==> src/rtl/fifo_rd_packer.sv <==
// Read-side drain for a synchronous FIFO: pulls words with one-cycle read latency,
// packs PACK_RATIO of them (first word in lane 0) and presents them on valid/ready.
module fifo_rd_packer #(
    parameter int FIFO_WIDTH = 16,
    parameter int PACK_RATIO = 2
) (
    input  logic                             clk,
    input  logic                             rst_n,
    input  logic                             fifo_empty,
    input  logic [FIFO_WIDTH-1:0]            fifo_data_out,
    input  logic                             fifo_underflow,
    output logic                             fifo_rd_en,
    input  logic                             flush,
    input  logic                             pkt_ready,
    output logic                             pkt_valid,
    output logic [FIFO_WIDTH*PACK_RATIO-1:0] pkt_data,
    output logic [PACK_RATIO-1:0]            pkt_keep,
    output logic                             rd_err
);

    localparam int CW = $clog2(PACK_RATIO + 1);
    localparam int BW = FIFO_WIDTH * PACK_RATIO;
    localparam logic [CW-1:0] FULL_CNT = CW'(PACK_RATIO);

    logic [CW-1:0]         lane_cnt_reg;
    logic [CW-1:0]         lane_cnt_next;
    logic                  pending_reg;
    logic                  flush_req_reg;
    logic                  flush_req_next;
    logic                  pkt_valid_reg;
    logic [BW-1:0]         pkt_data_reg;
    logic [PACK_RATIO-1:0] pkt_keep_reg;
    logic                  rd_err_reg;
    logic [FIFO_WIDTH-1:0] lane_reg [PACK_RATIO];

    logic                  cap;
    logic [CW-1:0]         cnt_after;
    logic                  out_free;
    logic                  load_full;
    logic                  load_part;
    logic                  flush_idle;
    logic                  load_beat;
    logic [BW-1:0]         beat_data;
    logic [PACK_RATIO-1:0] beat_keep;

    // A word is owed for every outstanding read, so pending counts against lane space.
    assign fifo_rd_en = rst_n && !fifo_empty && !flush_req_reg &&
                        (({1'b0, lane_cnt_reg} + (CW+1)'(pending_reg)) < (CW+1)'(PACK_RATIO));

    assign cap        = pending_reg && !fifo_underflow;
    assign cnt_after  = lane_cnt_reg + CW'(cap);
    assign out_free   = !pkt_valid_reg || pkt_ready;
    assign load_full  = (cnt_after == FULL_CNT) && out_free;
    assign load_part  = flush_req_reg && !pending_reg && (lane_cnt_reg != '0) &&
                        (lane_cnt_reg < FULL_CNT) && out_free;
    assign flush_idle = flush_req_reg && !pending_reg && (lane_cnt_reg == '0);
    assign load_beat  = load_full || load_part;

    // The word arriving this cycle bypasses straight into its lane of the outgoing beat.
    generate
        for (genvar gi = 0; gi < PACK_RATIO; gi++) begin : g_lane
            assign beat_keep[gi] = (CW'(gi) < cnt_after);
            assign beat_data[gi*FIFO_WIDTH +: FIFO_WIDTH] =
                !beat_keep[gi] ? '0 :
                (cap && (lane_cnt_reg == CW'(gi))) ? fifo_data_out : lane_reg[gi];
        end
    endgenerate

    always_comb begin
        lane_cnt_next  = cnt_after;
        flush_req_next = flush_req_reg || flush;
        if (load_beat) begin
            lane_cnt_next = '0;
        end
        // A flush that coincides with a completing beat has nothing left to act on.
        if (load_beat || flush_idle) begin
            flush_req_next = 1'b0;
        end
    end

    always_ff @(posedge clk or negedge rst_n) begin
        if (!rst_n) begin
            for (int i = 0; i < PACK_RATIO; i++) begin
                lane_reg[i] <= '0;
            end
        end else begin
            for (int i = 0; i < PACK_RATIO; i++) begin
                if (cap && (lane_cnt_reg == CW'(i))) begin
                    lane_reg[i] <= fifo_data_out;
                end
            end
        end
    end

    always_ff @(posedge clk or negedge rst_n) begin
        if (!rst_n) begin
            lane_cnt_reg  <= '0;
            pending_reg   <= 1'b0;
            flush_req_reg <= 1'b0;
            pkt_valid_reg <= 1'b0;
            pkt_data_reg  <= '0;
            pkt_keep_reg  <= '0;
            rd_err_reg    <= 1'b0;
        end else begin
            lane_cnt_reg  <= lane_cnt_next;
            pending_reg   <= fifo_rd_en;
            flush_req_reg <= flush_req_next;
            if (fifo_underflow) begin
                rd_err_reg <= 1'b1;
            end
            if (load_beat) begin
                pkt_valid_reg <= 1'b1;
                pkt_data_reg  <= beat_data;
                pkt_keep_reg  <= beat_keep;
            end else if (pkt_ready) begin
                pkt_valid_reg <= 1'b0;
            end
        end
    end

    assign pkt_valid = pkt_valid_reg;
    assign pkt_data  = pkt_data_reg;
    assign pkt_keep  = pkt_keep_reg;
    assign rd_err    = rd_err_reg;

endmodule
==> config.mk <==
export PLATFORM = sky130hd
export DESIGN_NAME = fifo_rd_packer
export DESIGN_NICKNAME = d
export VERILOG_FILES = /design/src/rtl/fifo_rd_packer.sv
export SDC_FILE = /design/constraint.sdc
export NUM_CORES = 1
export LEC_CHECK = 0
export BUFFER_PORTS_ARGS = -buffer_cell sky130_fd_sc_hd__buf_2
export CORE_ASPECT_RATIO = 1.25
export CORE_MARGIN = 2
export CORE_UTILIZATION = 48
export DETAILED_ROUTE_END_ITERATION = 7
export PLACE_DENSITY_LB_ADDON = 0.08
export SLEW_MARGIN = 10
export SYNTH_ARGS = -nofsm -noshare
export SYNTH_HDL_FRONTEND = slang
export SYNTH_SLANG_ARGS = --single-unit
==> constraint.sdc <==
create_clock -name clk -period 2.1 [get_ports clk]
set_input_delay 0.21 -clock clk [delete_from_list [all_inputs] [get_ports clk]]
set_output_delay 0.21 -clock clk [all_outputs]
set_load 0.01 [all_outputs]
### Yosys cells after proc, flatten, opt, wreduce, memory -nomap -nowiden

Cells that the tools add are included.

* output and inout port bits: 37
* register bits after elaboration: 72
* bits of input ports: 22
* logic and storage cells: 49

* $add $sub $neg: 2
* eq/ne operators: 2
* $lt $le $gt $ge: 4
* muxes and demuxes: 8
* reductions and logical operators: 24

Operators by type and width (count)
* $mux 16: 4
* $logic_and 1x1->1: 12
* $logic_not 1->1: 5
* $logic_or 1x1->1: 4
* $lt 1x2->1 const A: 2
* $reduce_bool 2->1: 2
* $add 2x1->3: 1
* $lt 3x2->1 const B: 1
* $mux 1: 3
* $add 2x1->2: 1
* $eq 2x1->1 const B: 1
* $eq 2x2->1 const B: 1
* $logic_not 2->1: 1
* $lt 2x2->1 const B: 1
* $mux 2: 1

### Depth between registers and ports, before layout

Gate-level depths: netlist (run 1).

* word-level depth: 8
* mapped depth: 7
* gate-level depth less buffers: 3

### Worst setup path before layout (run 1)

OpenSTA, ideal clock, no wires.

* path type: reg-to-reg
* from: reg lane_cnt_reg[0]
* to: reg pkt_data_reg[10], in the netlist pkt_data[10]
* arrival time: 1.933 ns
* stages on the path, launching flop included: 6
* slack: 0.040 ns
* required time: 1.973 ns
* clock period less this slack: 2.060 ns
* library setup time: 0.127 ns
* buffers on the path: 2
* cells stage by stage: dfrtp_1 -> buf_4 -> nor4b_2 -> buf_4 -> mux2_2 -> mux2_1

* cells in the longest elaborated chain, start to end: 5
* elaborated cells between the ends (all ways): 14
* classes of those cells: add/sub (1); order compare (2); eq/ne (1); mux (2); reduce/logical (8)

RTL lines
* start: declaration: RTL line 25 `logic [CW-1:0] lane_cnt_reg;`
* start signal: assignment: RTL line 105 `lane_cnt_reg <= lane_cnt_next;`
* parallel branches: the longest is 5 deep, another holds $add 2x1->2
* end signal: assignment: RTL line 113 `pkt_data_reg <= beat_data;`
* end: declaration: RTL line 31 `logic [BW-1:0] pkt_data_reg;`

Parallel ways; which one is timed is not known.
A chain may end at the register's enable or synchronous reset.

### Final worst setup path (run 1)

* from: reg lane_cnt_reg[1]
* to: reg pkt_data_reg[11], in the netlist pkt_data[11]

Same word-level chain as after synthesis.

==> impl_metrics.ini, run 1 <==
[finish]
areaGrowthSynthToFinish_pct = 23.2
final_nets = 268
n_antenna_cell = 0
final_util_pct = 60.2
fill_cells = 470
drive_gt1_share_pct = 53.0

[critical_path]
critPathMaxStageDelay_ps = 550
crit_family = simple AND/OR/NAND/NOR gates
r2r_cells = 5
crit_type = reg -> reg
required_ps = 2320
critPathBufInv = 2
worstSetupEndpointType = flip-flop
cpMaxStageDelayCell = nor4bb_1
cp.arrival_ps = 2210
r2r_start = lane_cnt_reg[1]
r2r_setup_slack_ps = 110
path_max_fanout = 17
cp.depth = 5
start_kind = flip-flop
crit_chain = buf_4, nor4bb_1, o41ai_4, buf_12, mux2_1
r2r-end = pkt_data[11]
setup.worst_path.start = lane_cnt_reg[1]
cp-endpoint = pkt_data[11]

[synthesis]
async_flop_share_pct = 100
synth_common_cells = dfrtp_1, mux2_2, a32o_1
syn_area_um2 = 2790
seq_area_frac_synth_pct = 64.7
yosysTopAreaCell = dfrtp_1
synth-main-ff-cell = dfrtp_1
synth_nets = 197
synth_most_common_cell = dfrtp_1
synth_area_leaders = dfrtp_1, mux2_2, a32o_1
ys_types = 27
synthCells = 175
ys_seq_elements = 72
synthDominantCellAreaShare_pct = 64.7
synth_warnings = 0
synth_edf_count = 0
syn_avg_cell_area_um2 = 15.9

[power_and_ir_drop]
switchingPower_w = 0.00138
power_w = 0.00458
combPwrFrac_pct = 31.2
p_leak_nw = 1.67
swShare_pct = 30.1
seqPwrFrac_pct = 47.4
cellPowerDensity_nw_per_um2 = 1340
internal_power_w = 0.00320
clockPowerShare_pct = 21.4
vdd_ir_drop_max_uv = 590

[sta]
slew_headroom_pct = 40.7
worst_slew_pin_slew_ps = 890
hold_slack_ps = 103
setup_violations = 0
skew_ps = 8.55
drv_slew = 0
setup_slack_ps = 114
period_share_pct = 94.6
finalHoldViolations = 0
finalCriticalPeriod_ps = 1990
tns_ps = 0
fmax_mhz = 504
rsz0062_at_grt = no

[global_routing]
grt_pass1_vias = 1865
grtUsageTotal_pct = 19.1
grt_pass1_wl_um = 9050
grt_max_degree = 73
antenna_found_initial = 0
gr-total-overflow = 0

[floorplan]
start_util_pct = 48.9
die_x_um = 72.1
fp.coreArea_um2 = 5700
io_pins = 59
num_rows = 31
dieArea_um2 = 6430
die_y_um = 89.2

[clock_tree]
clock_path_buffers = 2
clock-sinks = 72
htree_num_levels = 3
clock-root-buffer = clkbuf_8
path_clk_slew_ps = 70
cts_buffers = 9
cts_tree = built
clk_latency_ps = 340

[route]
wl_um = 5410
vias = 1746
drt_first_iter_violations = 87
drc = 0
firstDrtPassIters = 5
viasPerCell = 5.51
routedWlPerCell_um = 17.1
ant_nets = 0

[placement]
portBuffers = 58
pre_cts_ws_ps = 151
place_congestion = 0.814
dpl.hpwl_um = 3800

[worst_hold_path]
hold_path_class = in -> reg

[status]
outcome = finished clean

[flow_run]
cap_violations = 0
-- metrics by stage --
step	instance area (um2)	instances
after CTS	3410	314
final	3430	317
after detailed placement	3220	298
after global routing	3430	317
after floorplan	2790	175
after global placement	3220	298
-- layout by cell type (no fill, tap or decap) --
master       n
mux2_2      38
clkbuf_8    11
buf_12       2
nand2b_1     2
a22o_1       1
a21oi_2      1
or3_1        1
dfrtp_2      1
nor4_1       1
clkinv_4     1
nor2b_1      3
o211a_1      1
clkinv_2     3
buf_2       58
nor4bb_4     1
nor3_1       1
nor3b_1      1
o41ai_4      1
and3b_1      1
or4b_2       1
buf_4       12
or2_2        1
clkinvlp_4   1
o21ai_0      3
a32o_1      16
and2_1       1
mux2_1      10
dfrtp_1     71
nor4b_4      1
xor2_1       1
nand2_1      2
nor4bb_1     2
-- how the worst min path moves through the flow --
stage	cells after the start	endpoint	start	slack, ps
floorplan	0	flush_req_reg	rst_n	-90
CTS	2	flush_req_reg	flush	90
global placement	2	flush_req_reg	flush	440
detailed placement	1	rd_err	rd_err	450
global route	2	flush_req_reg	flush	100
finish	2	flush_req_reg	flush	100
-- kinds of logic after synthesis --
family | share of synthesized area (%)
multiplexers | 19.4
AND/OR/NAND/NOR | 5.03
AO/OA/AOI/OAI | 8.13
XOR/XNOR | 0.314
buffers and inverters | 2.47
flip-flops | 64.7
-- final cells by class --
| type | count | area, um2 | area share, % |
|---|---|---|---|
| clock inverter | 5 | 31.3 | 0.911 |
| tap | 66 | 82.6 | 2.41 |
| clock buffer | 11 | 151 | 4.41 |
| timing repair buffer | 72 | 420 | 12.2 |
| multi-input combinational | 91 | 943 | 27.5 |
| sequential | 72 | 1800 | 52.5 |
-- power groups by stage --
stage          Sequential (W)  Clock [W]  Combinational, W
5_1_grt               0.00224    0.00109           0.00158
2_1_floorplan         0.00227          0          0.000802
6_report              0.00217   0.000980           0.00143
3_3_place_gp          0.00217          0           0.00140
4_1_cts               0.00218    0.00101           0.00146
3_5_place_dp          0.00221          0           0.00145
-- per-layer routing --
metal	track usage [%]	routed length (um)	share of wire (%)
met1	22.8	2160	40
met2	32.0	2940	54
met3	5.41	233	4.3
met4	8.92	77	1.4
met5	0	0	0
-- what timing repair did --
| action | 4_1_cts | 5_1_grt |
|---|---|---|
| hold buffers | 0 | 0 |
| resized for setup | 1 | 1 |
| cloned | 0 | 0 |
| hold endpoints to repair | 0 | 0 |
| endpoints found under the setup margin | 1 | 1 |
| setup buffers | 0 | 3 |
| pin swaps | 0 | 0 |
Note: power is estimated with default switching activity, not from simulation.
==> run 2, diff against run 1 <==
--- a/config.mk
+++ b/config.mk
@@ -5,6 +5,7 @@
 export SDC_FILE = /design/constraint.sdc
 export NUM_CORES = 1
 export LEC_CHECK = 0
+export ABC_AREA = 1
 export BUFFER_PORTS_ARGS = -buffer_cell sky130_fd_sc_hd__buf_2
 export CORE_ASPECT_RATIO = 1.25
 export CORE_MARGIN = 2
==> impl_metrics.ini, run 2 <==
[synthesis]
synth_nets = 324
synth_common_cells = nand2_1, dfrtp_1, nand3_1
ys_types = 18
synth_edf_count = 0
syn_avg_cell_area_um2 = 9.31
synth-main-ff-cell = dfrtp_1
synthCells = 302
seq_area_frac_synth_pct = 64.1
synth_warnings = 0
syn_area_um2 = 2810
synthDominantCellAreaShare_pct = 64.1
yosysTopAreaCell = dfrtp_1
async_flop_share_pct = 100
synth_most_common_cell = nand2_1
ys_seq_elements = 72
synth_area_leaders = dfrtp_1, nand2_1, nand3_1

[critical_path]
r2r_cells = 8
worstSetupEndpointType = flip-flop
r2r_setup_slack_ps = 390
path_max_fanout = 36
setup.worst_path.start = pending_reg
cp-endpoint = pkt_data[16]
crit_type = reg -> reg
start_kind = flip-flop
r2r-end = pkt_data[16]
r2r_start = pending_reg
cp.arrival_ps = 1990
required_ps = 2380

[clock_tree]
clock_path_buffers = 2
clock-sinks = 72
clock-root-buffer = clkbuf_8
path_clk_slew_ps = 80
htree_num_levels = 3
cts_buffers = 9
holdBufCountCts = 0
post_cts_buffers = 0
cts.repair.resized = 0
cts_tree = built
clk_latency_ps = 340

[power_and_ir_drop]
combPwrFrac_pct = 31.8
p_leak_nw = 1.90
cellPowerDensity_nw_per_um2 = 1420
clockPowerShare_pct = 21.7
internal_power_w = 0.00303
seqPwrFrac_pct = 46.5
swShare_pct = 35.7
vdd_ir_drop_max_uv = 766
switchingPower_w = 0.00169

[placement]
portBuffers = 58
dpl.hpwl_um = 4080
pre_cts_ws_ps = 403
place_congestion = 0.729

[finish]
n_antenna_cell = 0
ff_latch_area_um2 = 1800
fill_cells = 553
multi_input_area_um2 = 820
areaGrowthSynthToFinish_pct = 18.7
layout_commonest_cell = nand2_1
final_nets = 384
final_cell_mix = nand2_1, dfrtp_1, buf_2
drive_gt1_share_pct = 23.7

[sta]
finalCriticalPeriod_ps = 1710
period_share_pct = 81.5
drv_slew = 0
finalHoldViolations = 0
rsz0062_at_grt = no
setup_slack_ps = 389
worst_slew_pin_slew_ps = 897
slew_headroom_pct = 40.2
fmax_mhz = 584
skew_ps = 11.1
setup_violations = 0
tns_ps = 0

[route]
wirelength_met1_um = 2580
wl_met3_um = 278
routedWlPerCell_um = 13.8
viasPerCell = 4.95
wl_met2_um = 3030
drc = 0
vias = 2143
dr.max_layer_used = met4
drt_first_iter_violations = 168
wl_um = 5980
ant_nets = 0
firstDrtPassIters = 4

[floorplan]
dieArea_um2 = 6490
fp.coreArea_um2 = 5740
io_pins = 59
num_rows = 31
start_util_pct = 49.0
die_y_um = 89.6
die_x_um = 72.5

[global_routing]
grt_max_degree = 73
grt_pass1_vias = 2047
antenna_found_initial = 0
gr-total-overflow = 0
grt_pass1_wl_um = 9900
grtUsageTotal_pct = 20.5

[status]
outcome = finished clean

[flow_run]
cap_violations = 0

[worst_hold_path]
hold_path_class = in -> async
run 2: changes by cell type after synthesis, sizes merged, moves of 16 or more:
| cell | delta |
|---|---|
| nand2 | +103 |
| nand3 | +35 |
| a32o | -16 |
| mux2 | -48 |
| o21ai | +32 |
| inv | +30 |
run 2: per-layer routing:
metal	track usage, %	vias to the layer above
met2	34.1	49
li1	-	1066
met4	7.74	0
met3	6.09	11
met5	0	-
met1	25.5	1017
run 2: cell families (layout without fill, tap and decap cells):
kind of cell	Yosys count	in the layout	synth area share (%)
DFF	72	72	64.1
AOI/OAI and AO/OA	36	36	6.41
buffers and inverters	44	109	6.76
and+or+nand+nor	150	150	22.7
run 2: cell type report:
cell class	instances	share of cell area [%]
multi-input cells	186	24.6
clock buffers	12	4.95
inverters	30	3.37
clock inverters	4	0.825
repair buffers	63	9.82
well taps	66	2.47
flip-flops and latches	72	54.0
run 2: worst max-delay path, cell delays in order (launching register included):
cell and delay, ps:
dfrtp_1 410, inv_2 50, nor2_2 90, nand2_1 90, nand2_2 110, nand3_4 340, inv_2 360, nand2_1 100
nand2_1 70
run 2: worst min path at each step:
stage	from	depth (start not counted)	slack (ps)	to
after floorplan	rst_n	0	-90	flush_req_reg
after global placement	pkt_keep[0]	2	440	pkt_keep[0]
after detailed placement	rd_err	1	450	rd_err
after CTS	fifo_underflow	2	120	rd_err
after global routing	fifo_underflow	2	120	rd_err
final	rst_n	2	80	pkt_keep[0]
run 2: power groups by stage:
| stage | clock network (W) | logic, W | registers, W |
|---|---|---|---|
| after global routing | 0.00111 | 0.00175 | 0.00227 |
| after CTS | 0.00104 | 0.00154 | 0.00220 |
| after global placement | 0 | 0.00150 | 0.00221 |
| after detailed placement | 0 | 0.00153 | 0.00223 |
| final | 0.00102 | 0.00150 | 0.00220 |
| after floorplan | 0 | 0.000878 | 0.00232 |
run 2: stage by stage:
step                instances  utilization (%)  total power, W  hold WS (ps)  cell area [um2]
floorplan                 302                -         0.00320         -85.6             2810
global placement          417             54.8         0.00371           444             3140
detailed placement        417             54.8         0.00376           446             3140
CTS                       433             58.1         0.00479           116             3340
global route              433             58.1         0.00513           116             3340
finish                    433             58.1         0.00472          84.7             3340
==> run 3, diff against run 2 <==
--- a/config.mk
+++ b/config.mk
@@ -5,7 +5,7 @@
 export SDC_FILE = /design/constraint.sdc
 export NUM_CORES = 1
 export LEC_CHECK = 0
-export ABC_AREA = 1
+export ABC_AREA = 0
 export BUFFER_PORTS_ARGS = -buffer_cell sky130_fd_sc_hd__buf_2
 export CORE_ASPECT_RATIO = 1.25
 export CORE_MARGIN = 2
==> constraint.sdc (replaced) <==
create_clock -name clk -period 1.5 [get_ports clk]
set_input_delay 0.15 -clock clk [delete_from_list [all_inputs] [get_ports clk]]
set_output_delay 0.15 -clock clk [all_outputs]
set_load 0.01 [all_outputs]
==> impl_metrics.ini, run 3 (synthesis gave the netlist of run 1 again) <==
[status]
outcome = finished, violations left
violations = negative setup slack

[clock_tree]
clock-sinks = 72
cts_tree = built
cts_buffers = 9
htree_num_levels = 3
clk_latency_ps = 340
holdBufCountCts = 0
path_clk_slew_ps = 70
clock_path_buffers = 2
clock-root-buffer = clkbuf_8

[global_routing]
grt_max_degree = 73
grt_pass1_wl_um = 9600
grtUsageTotal_pct = 20.0
antenna_found_initial = 0
grt_util_met1_pct = 25.0
met3_usage_pct = 5.41
gr-total-overflow = 0
grt_pass1_vias = 1955
use_met2_pct = 33.3
grt-busiest-layer = met2

[placement]
pre_cts_ws_ps = -407
placed_cell_area_um2 = 3350
place_inst = 307
portBuffers = 58
dpl.hpwl_um = 3870
place_congestion = 0.785

[sta]
fmax_mhz = 508
finalHoldViolations = 0
rsz0062_at_grt = yes
skew_ps = 6.52
slew_headroom_pct = 42.4
setup_slack_ps = -469
finalCriticalPeriod_ps = 1970
setup_violations = 69
period_share_pct = 131
tns_ps = -20380
worst_slew_pin_slew_ps = 863
drv_slew = 0

[route]
vias = 1845
wl_um = 6230
drc = 0
ant_nets = 0
firstDrtPassIters = 4
drt_first_iter_violations = 93
viasPerCell = 5.46
routedWlPerCell_um = 18.4

[critical_path]
crit_type = reg -> reg
cp.arrival_ps = 2190
start_kind = flip-flop
r2r_start = lane_cnt_reg[1]
worstSetupEndpointType = flip-flop
r2r-end = pkt_data[27]
setup.worst_path.start = lane_cnt_reg[1]
required_ps = 1720
r2r_cells = 7
path_max_fanout = 7
r2r_setup_slack_ps = -470
cp-endpoint = pkt_data[27]

[worst_hold_path]
hold_path_class = in -> async

[floorplan]
die_y_um = 89.2
num_rows = 31
dieArea_um2 = 6430
fp.coreArea_um2 = 5700
start_util_pct = 48.9
die_x_um = 72.1
io_pins = 59

[finish]
final_cell_mix = dfrtp_1, buf_2, mux2_4
design_area_um2 = 3860
instances_no_fill = 338
n_antenna_cell = 0
areaGrowthSynthToFinish_pct = 38.4
final_nets = 289
final_util_pct = 67.7
layout_commonest_cell = dfrtp_1
drive_gt1_share_pct = 58.8

[power_and_ir_drop]
p_leak_nw = 1.90
vdd_ir_drop_max_uv = 1090
cellPowerDensity_nw_per_um2 = 1910

[flow_run]
cap_violations = 0
[run 3: changes by cell type in the layout (fill, tap and decap cells not counted), moves of 12 or more]
cell | before | now
nand2_1 | 103 | 2
nand3_1 | 34 | 0
mux2_4 | 0 | 30
inv_1 | 27 | 0
o21ai_0 | 25 | 3
a32o_1 | 0 | 16
buf_4 | 5 | 20
buf_6 | 0 | 12
[run 3: metrics by stage]
| step | total power, W | hold WS [ps] |
|---|---|---|
| after floorplan | 0.00442 | -146 |
| after global placement | 0.00513 | 381 |
| after detailed placement | 0.00528 | 394 |
| after CTS | 0.00716 | 35.0 |
| after global routing | 0.00778 | 28.3 |
| final | 0.00735 | 12.7 |
[run 3: power breakdown]
| group | switching, W | internal [W] |
|---|---|---|
| logic | 0.00106 | 0.00145 |
| registers | 0.000341 | 0.00273 |
| clock network | 0.000677 | 0.00110 |
| total | 0.00208 | 0.00528 |
[run 3: area by class of cell]
class	count	area [um2]
Tap cell	66	82.6
Timing Repair Buffer	93	656
Fill cell	429	1840
Clock inverter	6	108
Sequential cell	72	1810
Clock buffer	10	128
Multi-Input combinational cell	91	1080
[run 3: per-layer routing]
metal,share of wire [%],up-vias
li1,-,828
met2,51,54
met4,1.4,0
met3,4.3,9
met1,43,954
met5,0,-
[run 3: what timing repair did]
item                                   in CTS  in global routing
gates cloned                                1                  1
gates resized for setup                    17                 21
endpoints found under the hold margin       0                  0
pin swaps                                   5                 12
setup endpoints to repair                  63                 69
setup buffers                               2                 11
[run 3: worst min-delay path by stage]
stage               startpoint             to  slack (ps)  cells after the start
finish                   rst_n         rd_err          10                      2
detailed placement       flush  flush_req_reg         390                      2
floorplan                rst_n  flush_req_reg        -150                      0
global route             flush  flush_req_reg          30                      2
CTS                      flush  flush_req_reg          30                      2
global placement         flush  flush_req_reg         380                      2
[run 3: critical path, cell delays in order (launching register included)]
cell and delay (ps):
dfrtp_2 420, buf_6 140, nor4bb_4 280, buf_4 180, buf_12 130, buf_12 130, mux2_4 310, a32o_1 260
